--- config.mk ---
export PLATFORM = sky130hd
export DESIGN_NAME = div_issue_ctrl
export DESIGN_NICKNAME = d
export VERILOG_FILES = /design/src/rtl/div_pkg.sv /design/src/rtl/div_issue_ctrl_chk.sv /design/src/rtl/div_result_fifo.sv /design/src/rtl/div_issue_ctrl.sv
export SDC_FILE = /design/constraint.sdc
export NUM_CORES = 1
export LEC_CHECK = 0
export BUFFER_PORTS_ARGS = -buffer_cell sky130_fd_sc_hd__buf_4
export CAP_MARGIN = 20
export CELL_PAD_IN_SITES_DETAIL_PLACEMENT = 0
export CELL_PAD_IN_SITES_GLOBAL_PLACEMENT = 1
export CORE_ASPECT_RATIO = 0.8
export CORE_UTILIZATION = 45
export DETAILED_ROUTE_END_ITERATION = 8
export GPL_TIMING_DRIVEN = 0
export PLACE_DENSITY = 0.78
export SLEW_MARGIN = 20
export SYNTH_ARGS = -nofsm -noshare
export SYNTH_HDL_FRONTEND = slang
export SYNTH_SLANG_ARGS = --single-unit
--- constraint.sdc ---
create_clock -name clk -period 6.4 [get_ports clk]
set_input_delay 0.64 -clock clk [delete_from_list [all_inputs] [get_ports clk]]
set_output_delay 0.64 -clock clk [all_outputs]
set_load 0.1 [all_outputs]
--- src/rtl/div_pkg.sv ---
// Shared types and constants for the divider issue/writeback front-end.
package div_pkg;

  // Default divider latency: 5 pipeline stages plus the output register.
  localparam int DIV_LATENCY_DEF = 6;

  // Tag width carried through the shadow pipeline. div_issue_ctrl casts its
  // TAG_W into this field, so TAG_W must not exceed this value.
  localparam int TAG_W_DEF = 4;

  // Exception flags resolved at issue time.
  typedef struct packed {
    logic ovf;
    logic dz;
  } div_flags_t;

  // One slot of the shadow pipeline that tracks an operation in the divider.
  typedef struct packed {
    logic                 valid;
    logic [TAG_W_DEF-1:0] tag;
    div_flags_t           flags;
  } pipe_entry_t;

  // Most negative two's-complement value of the given width (width <= 64).
  function automatic logic [63:0] int_min(input int width);
    return 64'd1 << (width - 1);
  endfunction

endpackage

--- src/rtl/div_issue_ctrl_chk.sv ---
// Invariant checks for div_issue_ctrl: credit control must keep the result
// FIFO from ever being pushed while full, and the FIFO can never hold more
// entries than there are outstanding operations.
module div_issue_ctrl_chk #(
  parameter int CNT_W = 4
) (
  input logic             clk,
  input logic             reset,
  input logic             push,
  input logic             fifo_full,
  input logic [CNT_W-1:0] fifo_count,
  input logic [CNT_W-1:0] outstanding
);

  no_push_when_full: assert property (@(posedge clk) disable iff (reset)
    !(push && fifo_full));

  fifo_within_credit: assert property (@(posedge clk) disable iff (reset)
    fifo_count <= outstanding);

endmodule

--- src/rtl/div_result_fifo.sv ---
// Synchronous show-ahead FIFO holding divider results until consumed.
// Output data reads as zero while empty so stale entries never leak out.
module div_result_fifo #(
  parameter int DEPTH = 8,
  parameter int WIDTH = 8,
  localparam int CNT_W = $clog2(DEPTH + 1),
  localparam int PTR_W = (DEPTH > 1) ? $clog2(DEPTH) : 1
) (
  input  logic             clk,
  input  logic             reset,
  input  logic             push,
  input  logic [WIDTH-1:0] wdata,
  input  logic             pop,
  output logic [WIDTH-1:0] rdata,
  output logic             full,
  output logic             empty,
  output logic [CNT_W-1:0] count
);

  localparam logic [PTR_W-1:0] LAST_PTR = PTR_W'(DEPTH - 1);
  localparam logic [CNT_W-1:0] DEPTH_C  = CNT_W'(DEPTH);

  logic [WIDTH-1:0] mem_q [0:DEPTH-1];
  logic [PTR_W-1:0] wr_ptr_q, wr_ptr_d;
  logic [PTR_W-1:0] rd_ptr_q, rd_ptr_d;
  logic [CNT_W-1:0] count_q, count_d;
  logic             wr_en_s;
  logic             rd_en_s;

  // Writes into a full FIFO and reads from an empty one are dropped.
  assign wr_en_s = push && (count_q != DEPTH_C);
  assign rd_en_s = pop && (count_q != '0);

  // Pointer wrap and occupancy update.
  always_comb begin
    wr_ptr_d = wr_ptr_q;
    rd_ptr_d = rd_ptr_q;
    count_d  = count_q;
    if (wr_en_s) begin
      wr_ptr_d = (wr_ptr_q == LAST_PTR) ? '0 : wr_ptr_q + PTR_W'(1'b1);
    end else begin
      wr_ptr_d = wr_ptr_q;
    end
    if (rd_en_s) begin
      rd_ptr_d = (rd_ptr_q == LAST_PTR) ? '0 : rd_ptr_q + PTR_W'(1'b1);
    end else begin
      rd_ptr_d = rd_ptr_q;
    end
    case ({wr_en_s, rd_en_s})
      2'b10:   count_d = count_q + CNT_W'(1'b1);
      2'b01:   count_d = count_q - CNT_W'(1'b1);
      default: count_d = count_q;
    endcase
  end

  // Pointer and occupancy registers.
  always_ff @(posedge clk) begin
    if (reset) begin
      wr_ptr_q <= '0;
      rd_ptr_q <= '0;
      count_q  <= '0;
    end else begin
      wr_ptr_q <= wr_ptr_d;
      rd_ptr_q <= rd_ptr_d;
      count_q  <= count_d;
    end
  end

  // Storage array; contents need no reset because output is masked when empty.
  always_ff @(posedge clk) begin
    if (wr_en_s) begin
      mem_q[wr_ptr_q] <= wdata;
    end
  end

  assign empty = (count_q == '0);
  assign full  = (count_q == DEPTH_C);
  assign count = count_q;
  assign rdata = empty ? '0 : mem_q[rd_ptr_q];

endmodule

--- src/rtl/div_issue_ctrl.sv ---
// Valid/ready front-end for a fixed-latency signed pipelined divider.
// Requests are registered onto the divider inputs, tracked by a shadow
// valid/tag pipeline matched to the divider latency, and collected in order
// in a result FIFO. Credits (outstanding count) bound in-flight work to the
// FIFO depth so results can always drain even while the consumer stalls.
module div_issue_ctrl
  import div_pkg::*;
#(
  parameter int DATA_LEN    = 32,
  parameter int TAG_W       = TAG_W_DEF,
  parameter int DIV_LATENCY = DIV_LATENCY_DEF,
  parameter int FIFO_DEPTH  = 8
) (
  input  logic                clk,
  input  logic                reset,
  input  logic                in_valid,
  output logic                in_ready,
  input  logic [DATA_LEN-1:0] in_a,
  input  logic [DATA_LEN-1:0] in_b,
  input  logic [TAG_W-1:0]    in_tag,
  output logic [DATA_LEN-1:0] div_a,
  output logic [DATA_LEN-1:0] div_b,
  input  logic [DATA_LEN-1:0] div_result,
  output logic                out_valid,
  input  logic                out_ready,
  output logic [DATA_LEN-1:0] out_quot,
  output logic [TAG_W-1:0]    out_tag,
  output logic [1:0]          out_flags
);

  localparam int CNT_W   = $clog2(FIFO_DEPTH + 1);
  localparam int ENTRY_W = DATA_LEN + TAG_W + 2;
  localparam logic [CNT_W-1:0]    DEPTH_C = CNT_W'(FIFO_DEPTH);
  localparam logic [DATA_LEN-1:0] INT_MIN = DATA_LEN'(int_min(DATA_LEN));

  logic [CNT_W-1:0]    outstanding_q, outstanding_d;
  logic                in_ready_q, in_ready_d;
  logic [DATA_LEN-1:0] div_a_q, div_a_d;
  logic [DATA_LEN-1:0] div_b_q, div_b_d;
  pipe_entry_t         pipe_q [0:DIV_LATENCY];
  pipe_entry_t         pipe_d [0:DIV_LATENCY];

  logic                accept_s;
  logic                pop_s;
  logic                push_s;
  div_flags_t          flags_in_s;
  logic [DATA_LEN-1:0] wb_quot_s;
  logic [ENTRY_W-1:0]  fifo_wdata_s;
  logic [ENTRY_W-1:0]  fifo_rdata_s;
  logic                fifo_full_s;
  logic                fifo_empty_s;
  logic [CNT_W-1:0]    fifo_count_s;

  assign accept_s = in_valid && in_ready_q;
  assign pop_s    = !fifo_empty_s && out_ready;

  // Exceptions are decided on the raw operands, before divisor substitution.
  assign flags_in_s.dz  = (in_b == '0);
  assign flags_in_s.ovf = (in_a == INT_MIN) && (in_b == '1);

  // Credit counter; in_ready is registered from the next count so it never
  // depends combinationally on in_valid.
  always_comb begin
    outstanding_d = outstanding_q;
    case ({accept_s, pop_s})
      2'b10:   outstanding_d = outstanding_q + CNT_W'(1'b1);
      2'b01:   outstanding_d = outstanding_q - CNT_W'(1'b1);
      default: outstanding_d = outstanding_q;
    endcase
    in_ready_d = (outstanding_d < DEPTH_C);
  end

  // Issue stage and unconditional shift of the shadow pipeline.
  always_comb begin
    div_a_d   = div_a_q;
    div_b_d   = div_b_q;
    pipe_d[0] = '0;
    if (accept_s) begin
      div_a_d         = in_a;
      // A zero divisor is replaced by 1 so the divider never sees x/0.
      div_b_d         = flags_in_s.dz ? DATA_LEN'(1'b1) : in_b;
      pipe_d[0].valid = 1'b1;
      pipe_d[0].tag   = TAG_W_DEF'(in_tag);
      pipe_d[0].flags = flags_in_s;
    end else begin
      div_a_d   = div_a_q;
      div_b_d   = div_b_q;
      pipe_d[0] = '0;
    end
    for (int i = 1; i <= DIV_LATENCY; i++) begin
      pipe_d[i] = pipe_q[i-1];
    end
  end

  // Writeback quotient: exceptions override whatever the divider produced.
  always_comb begin
    if (pipe_q[DIV_LATENCY].flags.dz) begin
      wb_quot_s = '1;
    end else if (pipe_q[DIV_LATENCY].flags.ovf) begin
      wb_quot_s = INT_MIN;
    end else begin
      wb_quot_s = div_result;
    end
  end

  // Control, operand and shadow pipeline registers.
  always_ff @(posedge clk) begin
    if (reset) begin
      outstanding_q <= '0;
      in_ready_q    <= 1'b1;
      div_a_q       <= '0;
      div_b_q       <= '0;
      for (int i = 0; i <= DIV_LATENCY; i++) begin
        pipe_q[i] <= '0;
      end
    end else begin
      outstanding_q <= outstanding_d;
      in_ready_q    <= in_ready_d;
      div_a_q       <= div_a_d;
      div_b_q       <= div_b_d;
      pipe_q        <= pipe_d;
    end
  end

  assign push_s       = pipe_q[DIV_LATENCY].valid;
  assign fifo_wdata_s = {wb_quot_s, TAG_W'(pipe_q[DIV_LATENCY].tag),
                         pipe_q[DIV_LATENCY].flags};

  div_result_fifo #(
    .DEPTH (FIFO_DEPTH),
    .WIDTH (ENTRY_W)
  ) u_fifo (
    .clk   (clk),
    .reset (reset),
    .push  (push_s),
    .wdata (fifo_wdata_s),
    .pop   (pop_s),
    .rdata (fifo_rdata_s),
    .full  (fifo_full_s),
    .empty (fifo_empty_s),
    .count (fifo_count_s)
  );

  div_issue_ctrl_chk #(
    .CNT_W (CNT_W)
  ) u_chk (
    .clk         (clk),
    .reset       (reset),
    .push        (push_s),
    .fifo_full   (fifo_full_s),
    .fifo_count  (fifo_count_s),
    .outstanding (outstanding_q)
  );

  assign in_ready  = in_ready_q;
  assign div_a     = div_a_q;
  assign div_b     = div_b_q;
  assign out_valid = !fifo_empty_s;
  assign out_quot  = fifo_rdata_s[ENTRY_W-1 -: DATA_LEN];
  assign out_tag   = fifo_rdata_s[2 +: TAG_W];
  assign out_flags = fifo_rdata_s[1:0];

endmodule

Word-level counts from Yosys, hierarchy flattened
Memories as Yosys holds them, arrays and structs flattened. A register that Yosys moved wholly into a read port is not among the register bits.
Index checks and enable logic that the tools add are counted.

word-level totals
  register bits after elaboration = 128
  bits in latches = 0
  bits in writable memories = 304
  bits in read-only memories = 0
  output and inout port bits = 104
  word-level logic and storage cells = 77
  memories = 1

memories
  memory        depth  bits a word  rd ports  clocked after memory_dff  write ports  line                   source
  u_fifo.mem_q  8      38           1         1                         1            div_result_fifo.sv:23  logic [WIDTH-1:0] mem_q [0:DEPTH-1];

cells by class
  $add $sub $neg = 6
  multipliers = 0
  divide/modulo/power cells = 0
  $lt $le $gt $ge = 1
  equal/unequal tests = 9
  shift-type cells = 0
  muxes and demuxes = 13
  bitwise logic cells = 1
  reductions and logical operators = 11

operators with widths
  kind                                                                number
  32-bit two-way mux                                                  3
  32-bit == test, second input constant                               2
  38-bit two-way mux                                                  1
  32-bit logical NOT                                                  1
  4-bit one-hot mux with 2 select lines                               2
  3-bit two-way mux                                                   4
  4-bit by 1-bit adder with 4-bit output, second input constant       2
  4-bit by 1-bit subtractor with 4-bit output, second input constant  2
  7-bit two-way mux                                                   1
  3-bit by 1-bit adder with 3-bit output, second input constant       2
  3-bit == test, second input constant                                2
  1-bit logical AND                                                   5
  2-bit by 1-bit == test with 1-bit output, second input constant     2
  2-bit == test, second input constant                                2
  4-bit logical NOT                                                   1
  4-bit less-than comparator, second input constant                   1
  4-bit != test, second input constant                                1
  4-bit nonzero test                                                  1
  1-bit two-way mux                                                   2
  2-bit nonzero test                                                  1
  2-bit OR reduction                                                  1
  1-bit logical NOT                                                   1
  1-bit inverter                                                      1

Logic depth before layout (Yosys ltp)
Gate-level depths: netlist of run 1.

  depth after elaboration = 6
  depth in mapped cells = 12
  gate-level depth less buffers = 11

By module
A second synthesis of run 1 with hierarchy kept.

unflattened totals
  cells, all modules = 1042
  area, all modules = 16563.4 um^2

by module, submodules not included
  module           times used  cells each  area each (um^2)  seq. area each (um^2)
  div_result_fifo  1           557         12295.5           9389.0
  div_issue_ctrl   1           485         4267.8            2362.3

Worst setup path before layout of run 1
Ideal clock, no wire load.

  kind = register to register
  start point = reg u_fifo.count_q[0] (netlist: u_fifo.count[0])
  end point = mem u_fifo.mem_q[0][0] (netlist bit), enable pin
  arrival time = 4269 ps
  setup slack = 1603 ps
  cell stages (with the launch flop) = 3
  buffers on the path = 0
  cells stage by stage = dfxtp_1 -> o41ai_4 -> nor4_1

on the way
  cells in the longest elaborated chain, start to end = 4

RTL lines
  element                                  line                   source
  from (decl)                              div_result_fifo.sv:26  logic [CNT_W-1:0] count_q, count_d;
  from (signal assigned)                   div_result_fifo.sv:65  count_q <= count_d;
  4-bit != test                            div_result_fifo.sv:31  assign wr_en_s = push && (count_q != DEPTH_C);
  1-bit logical AND                        div_result_fifo.sv:31
  1-bit two-way mux                        div_result_fifo.sv:71  if (wr_en_s) begin
  1-bit two-way mux (implied by the code)  div_result_fifo.sv:72  mem_q[wr_ptr_q] <= wdata;
  to (decl)                                div_result_fifo.sv:23

Every way passes these cells.

Final worst setup path of run 1
  start point = reg u_fifo.count_q[0] (netlist: u_fifo.count[0])
  end point = out out_tag[3]

on the way
  cells in the longest elaborated chain, start to end = 2

RTL lines
  element             line                   source
  4-bit logical NOT   div_result_fifo.sv:76  assign empty = (count_q == '0);
  38-bit two-way mux  div_result_fifo.sv:79  assign rdata = empty ? '0 : mem_q[rd_ptr_q];
  to (decl)           div_issue_ctrl.sv:27   output logic [TAG_W-1:0] out_tag,

Every way passes these cells.

==> impl_metrics.yaml, run 1 <==
sta:
  setup_viol: 0
  maxSlewViolCount: 0
  tightest_slew_ns: 0.897
  rsz0062_at_grt: "false"
  hold_violations: 0
  period_share_pct: 52.8
  finClkSkew_ns: 0.0213
  fmax_mhz: 296
  relSlewSlack_pct: 40.2
  fin_crit_ns: 3.38
  worst_slack_ns: 3.02
synth:
  yosysTopAreaCell: "edfxtp_1"
  synth_top_area_share_pct: 55.2
  seq_area_frac_synth_pct: 71.0
  yosys-top-cells-area: "edfxtp_1 55%, dfxtp_1 16%, mux4_2 9.7%"
  syn_inst: 1042
  async_reset_ff_share_pct: 0
  mappedNetlistArea_um2: 16500
  synth.avg_cell_area_um2: 15.9
  yosys.cell_types.count: 45
  post-synth-top-count-cell: "edfxtp_1"
  yosys-top-cells-count: "304 x edfxtp_1, 135 x nand2_1, 131 x dfxtp_1, 71 x a21oi_1, 71 x mux4_2"
  yosys_warnings: 0
  mappedNetlistNets: 1157
  ys.flop_type: "edfxtp_1"
  synth_seq_cells: 435
  synth_edf_count: 304
critical_path:
  reg2reg_depth: 10
  r2r_slack_ns: 3.35
  worst-path-max-fanout: 10
  cp_data_arrival_time_ns: 2.74
  crit_path_end_kind: "primary output"
  rr_startpoint: "u_fifo.count[0]"
  start_kind: "flip-flop"
  critPathKind: "flip-flop to primary output"
  crit_required_ns: 5.76
global_routing:
  grt_pass1_wl_um: 57900
  grt_pass1_vias: 9843
  grt.overflow.total: 0
  antenna_found_initial: 0
  grt_start_max_net_pins: 21
  grtUsageTotal_pct: 20.4
floorplan:
  die_y_um: 173
  start_util_pct: 45.9
  core-area_um2: 36100
  io_pins: 208
  die_x_um: 216
  die-area_um2: 37500
  placementRows: 62
final_layout:
  final_nets: 1439
  post-route-cell-area_um2: 20400
  drive_above_1_share_pct: 29.7
  fin_util_pct: 56.6
  num_antenna_cells: 0
  final_cells: 1838
  syn2layout_area_growth_pct: 23.4
power_and_ir_drop:
  power_mw: 5.87
  power_density_nw_per_um2: 288
  static-leakage-power_nw: 7.38
  worst_ir_drop_vdd_mv: 0.203
clock_network:
  cts_tree: "yes"
  clock_sinks: 435
  ctsHtreeMaxLevel: 2
  postCtsSetupBuffers: 0
  numCtsBuffers: 42
  cts_buffer_depth: 3
  postCtsHoldBufs: 0
  cts_resized: 0
  clk_pin_slew_ns: 0.06
  cts_root_buf: "clkbuf_16"
  worstSkewPairLatency_ns: 0.55
route:
  firstDrtPassIters: 5
  drcViolationCount: 0
  vias_per_cell: 5.32
  dr.first_iter.drc_count: 596
  vias: 9781
  avgRoutedWirePerCell_um: 20.5
  ant_nets: 0
  drt_wl_total_um: 37700
run_status:
  outcome: "completed"
place:
  placed_cells: 1760
  postPlaceCellArea_um2: 19100
  dp_hpwl_um: 26000
  routabilityCongestion: 0.820
  pre_cts_ws_ns: 3.29
  numPortBuffers: 206
hold_path:
  hold_class: "input pin to flip-flop"
  holdPathStages: 2
  hold-path-endpoint: "pipe_d[39]"
  worst_hold_startpoint: "in_tag[2]"
run:
  maxCapViolations: 0
## through the flow
step	hold WS, ns	setup TNS (ns)
floorplan	0.414	0
global placement	0.417	-104.97
detailed placement	0.425	0
CTS	0.276	0
global route	0.292	0
finish	0.300	0
## cell type report
type / instances / area, µm²
Clock buffer: 54 / 1150
Tap cell: 480 / 601
Fill cell: 2880 / 15700
Timing Repair Buffer: 238 / 1870
Buffer: 60 / 350
Sequential cell: 435 / 11800
Multi-Input combinational cell: 541 / 4460
Inverter: 6 / 22.5
Clock inverter: 24 / 201
## critical path, stage by stage (launching register included)
cell and delay (ns):
dfxtp_1 0.40, nor4_2 0.64, buf_2 0.41, buf_2 0.34, nor2_1 0.13, buf_4 0.25
## per-layer routing
layer	routed length [µm]	share of wire, %	up-vias	global-route usage, %
li1	-	-	4500	-
met1	16500	44	4914	28.7
met5	0	0	-	0
met2	18200	48	305	32.9
met3	2290	6.1	62	3.74
met4	723	1.9	0	5.05
## flip-flops by register name, indices dropped and copies added (netlist names), named ones only
name,cells
u_fifo.mem_q,304
pipe_d,42
div_a,32
div_b,32
fifo_wdata_s,6
u_fifo.count,4
outstanding_q,3
u_fifo.rd_ptr_q,3
u_fifo.wr_ptr_q,3
in_ready,1
push_s,1
## how the worst max path moves through the flow
stage | startpoint | to | depth (start not counted)
global route | u_fifo.count[0] | out_tag[3] | 5
finish | u_fifo.count[0] | out_tag[3] | 5
global placement | u_fifo.count[0] | u_fifo.mem_q[0][34] | 2
CTS | u_fifo.count[0] | out_tag[3] | 5
detailed placement | u_fifo.count[1] | flip-flop | 11
floorplan | u_fifo.count[0] | u_fifo.mem_q[0][0] | 2
## power breakdown
part	internal, mW	switching, mW	leakage, nW	total, mW
registers	3.03	0.0161	3.87	3.05
clock network	1.39	1.02	0.645	2.41
logic	0.110	0.298	2.87	0.408
total	4.53	1.34	7.38	5.87
## kinds of logic after synthesis
logic type | share of synthesized area (%)
adder cells (fa/ha/maj) | 0.832
AO/OA/AOI/OAI | 4.09
multiplexers | 13.3
buffers and inverters | 2.25
AND/OR/NAND/NOR | 8.20
XOR/XNOR | 0.318
flip-flops | 71.0
## cells in the final DEF, fill, tap and decap left out, drive strengths merged, types with 4 or more instances in the layout
| master | n |
|---|---|
| o21ai | 4 |
| ha | 11 |
| xor2 | 5 |
| edfxtp | 304 |
| mux4 | 76 |
| mux2i | 44 |
| nor2b | 43 |
| and2 | 5 |
| nand4 | 10 |
| nor2 | 56 |
| nor4 | 19 |
| nor3 | 5 |
| nand2 | 135 |
| buf | 264 |
| a21o | 31 |
| dfxtp | 131 |
| a21oi | 71 |
| clkbuf | 88 |
| inv | 8 |
| clkinv | 16 |
| or3 | 4 |
Note: power is estimated with default switching activity, not from simulation.
==> run 2, diff against run 1 <==
clock period = 3.5 ns   (was 6.4 ns; I/O delays follow)
==> run 2 against run 1 <==
Register-to-register slack got worse by 2.9 ns. Clock power increased by 82%. Sequential share of layout area about the same. Worst setup slack got worse by 2.6 ns. Clock-buffer cell count increased by 10. Critical path depth increased by 6. Critical path type is now flip-flop to flip-flop. Largest cell class unchanged. Largest power group unchanged.
==> impl_metrics.yaml, run 2 (synthesis gave the netlist of run 1 again) <==
run_status:
  outcome: "completed"
final_layout:
  num_antenna_cells: 0
  drive_above_1_share_pct: 29.3
  nFillCells: 2851
  mostFrequentLayoutCells: "304 x edfxtp_1, 221 x buf_4, 135 x nand2_1"
  regMostFlops: "u_fifo.mem_q"
  post-route-cell-area_um2: 20400
  fin_util_pct: 56.5
  syn2layout_area_growth_pct: 23.3
  multiInputGateArea_um2: 4480
  final_nets: 1437
  final-seq-area_um2: 11800
  largest_reg_flops: 304
  final_common_cell: "edfxtp_1"
  final_cells: 1833
critical_path:
  crit_path_end_kind: "flip-flop"
  cp_data_arrival_time_ns: 3.52
  start_kind: "flip-flop"
  worst-path-max-fanout: 8
  critPathKind: "flip-flop to flip-flop"
  crit_required_ns: 3.93
global_routing:
  grtUsageTotal_pct: 19.8
  grt.overflow.total: 0
  antenna_found_initial: 0
  grt_pass1_wl_um: 56400
  grt_pass1_vias: 9583
  grt_start_max_net_pins: 22
power_and_ir_drop:
  power_density_nw_per_um2: 525
  static-leakage-power_nw: 7.38
  worst_ir_drop_vdd_mv: 0.335
sta:
  setup_viol: 0
  tightest_slew_ns: 0.903
  worst_slack_ns: 0.412
  fin_tns_setup_ns: 0
  finClkSkew_ns: 0.0160
  period_share_pct: 88.2
  maxSlewViolCount: 0
  fin_crit_ns: 3.09
  hold_violations: 0
  relSlewSlack_pct: 39.8
  fmax_mhz: 324
  rsz0062_at_grt: "false"
floorplan:
  core-area_um2: 36100
  io_pins: 208
  die-area_um2: 37500
  die_x_um: 216
  die_y_um: 173
  start_util_pct: 45.9
  placementRows: 62
clock_network:
  cts_buffer_depth: 3
  numCtsBuffers: 43
  cts_root_buf: "clkbuf_16"
  cts_resized: 0
  worstSkewPairLatency_ns: 0.54
  clock_sinks: 435
  clk_pin_slew_ns: 0.06
  cts_tree: "yes"
  ctsHtreeMaxLevel: 2
route:
  drcViolationCount: 0
  vias: 9695
  avgRoutedWirePerCell_um: 20.2
  dr.first_iter.drc_count: 760
  vias_per_cell: 5.29
  ant_nets: 0
  firstDrtPassIters: 5
  drt_wl_total_um: 37100
place:
  dp_hpwl_um: 25400
  postPlaceCellArea_um2: 19000
  pre_cts_ws_ns: 0.385
  routabilityCongestion: 0.803
  numPortBuffers: 206
  placed_cells: 1755
run:
  maxCapViolations: 0
hold_path:
  hold_class: "input pin to flip-flop"
run 2: cell types whose count changed in the layout (fill, tap and decap cells not counted), sizes merged:
cell and change:
dlygate4sd3 +2, bufinv -1, inv -2, clkbuf +10, clkinvlp -3, clkinv -6, buf -5
run 2: where the power goes:
part | switching, mW | total (mW) | internal, mW
combinational | 0.545 | 0.749 | 0.203
clock | 1.82 | 4.38 | 2.56
sequential | 0.0297 | 5.57 | 5.54
total | 2.39 | 10.7 | 8.31
run 2: per-stage QoR:
step	hold slack [ns]	power [mW]
2_1_floorplan	0.414	6.18
3_3_place_gp	0.420	6.42
3_5_place_dp	0.421	6.43
4_1_cts	0.000130	10.8
5_1_grt	0.0145	11.0
6_report	0.0255	10.7
run 2: area by class of cell:
class | count | share of cell area, %
timing repair buffer | 235 | 9.12
buffer | 60 | 1.72
multi-input combinational | 541 | 22.0
tap | 480 | 2.94
inverter | 6 | 0.110
clock inverter | 12 | 0.503
sequential | 435 | 57.6
clock buffer | 64 | 6.02
run 2: path summary, 6_finish.rpt:
check                  startpoint    endpoint  slack (ns)  depth (start not counted)
setup / recovery  u_fifo.count[1]   flip-flop        0.41                         11
hold / removal          in_tag[1]  pipe_d[38]        0.03                          2
setup reg to reg  u_fifo.count[1]   flip-flop        0.41                         11
hold reg to reg        pipe_d[17]  pipe_d[10]        0.43                          1
run 2: repair_timing:
action / CTS / global route
hold endpoints to repair: 2 / 0
setup buffers: 0 / 0
hold buffers: 2 / 0
run 2: critical path, cell delays in order (launching register included):
cell and delay (ns):
dfxtp_1 0.31, buf_6 0.13, nor4_2 0.58, inv_2 0.13
nand2_1 0.18, inv_1 0.12, ha_1 0.27, ha_1 0.35
and3_1 0.19, o21ai_0 0.15, o211a_1 0.22, mux2_2 0.34
run 2: per-layer routing:
| metal | track usage, % | share of wire [%] | up-vias |
|---|---|---|---|
| met4 | 5.63 | 2.1 | 0 |
| li1 | - | - | 4483 |
| met5 | 0 | 0 | - |
| met1 | 27.7 | 44 | 4892 |
| met2 | 32.0 | 48 | 267 |
| met3 | 3.37 | 5.3 | 53 |
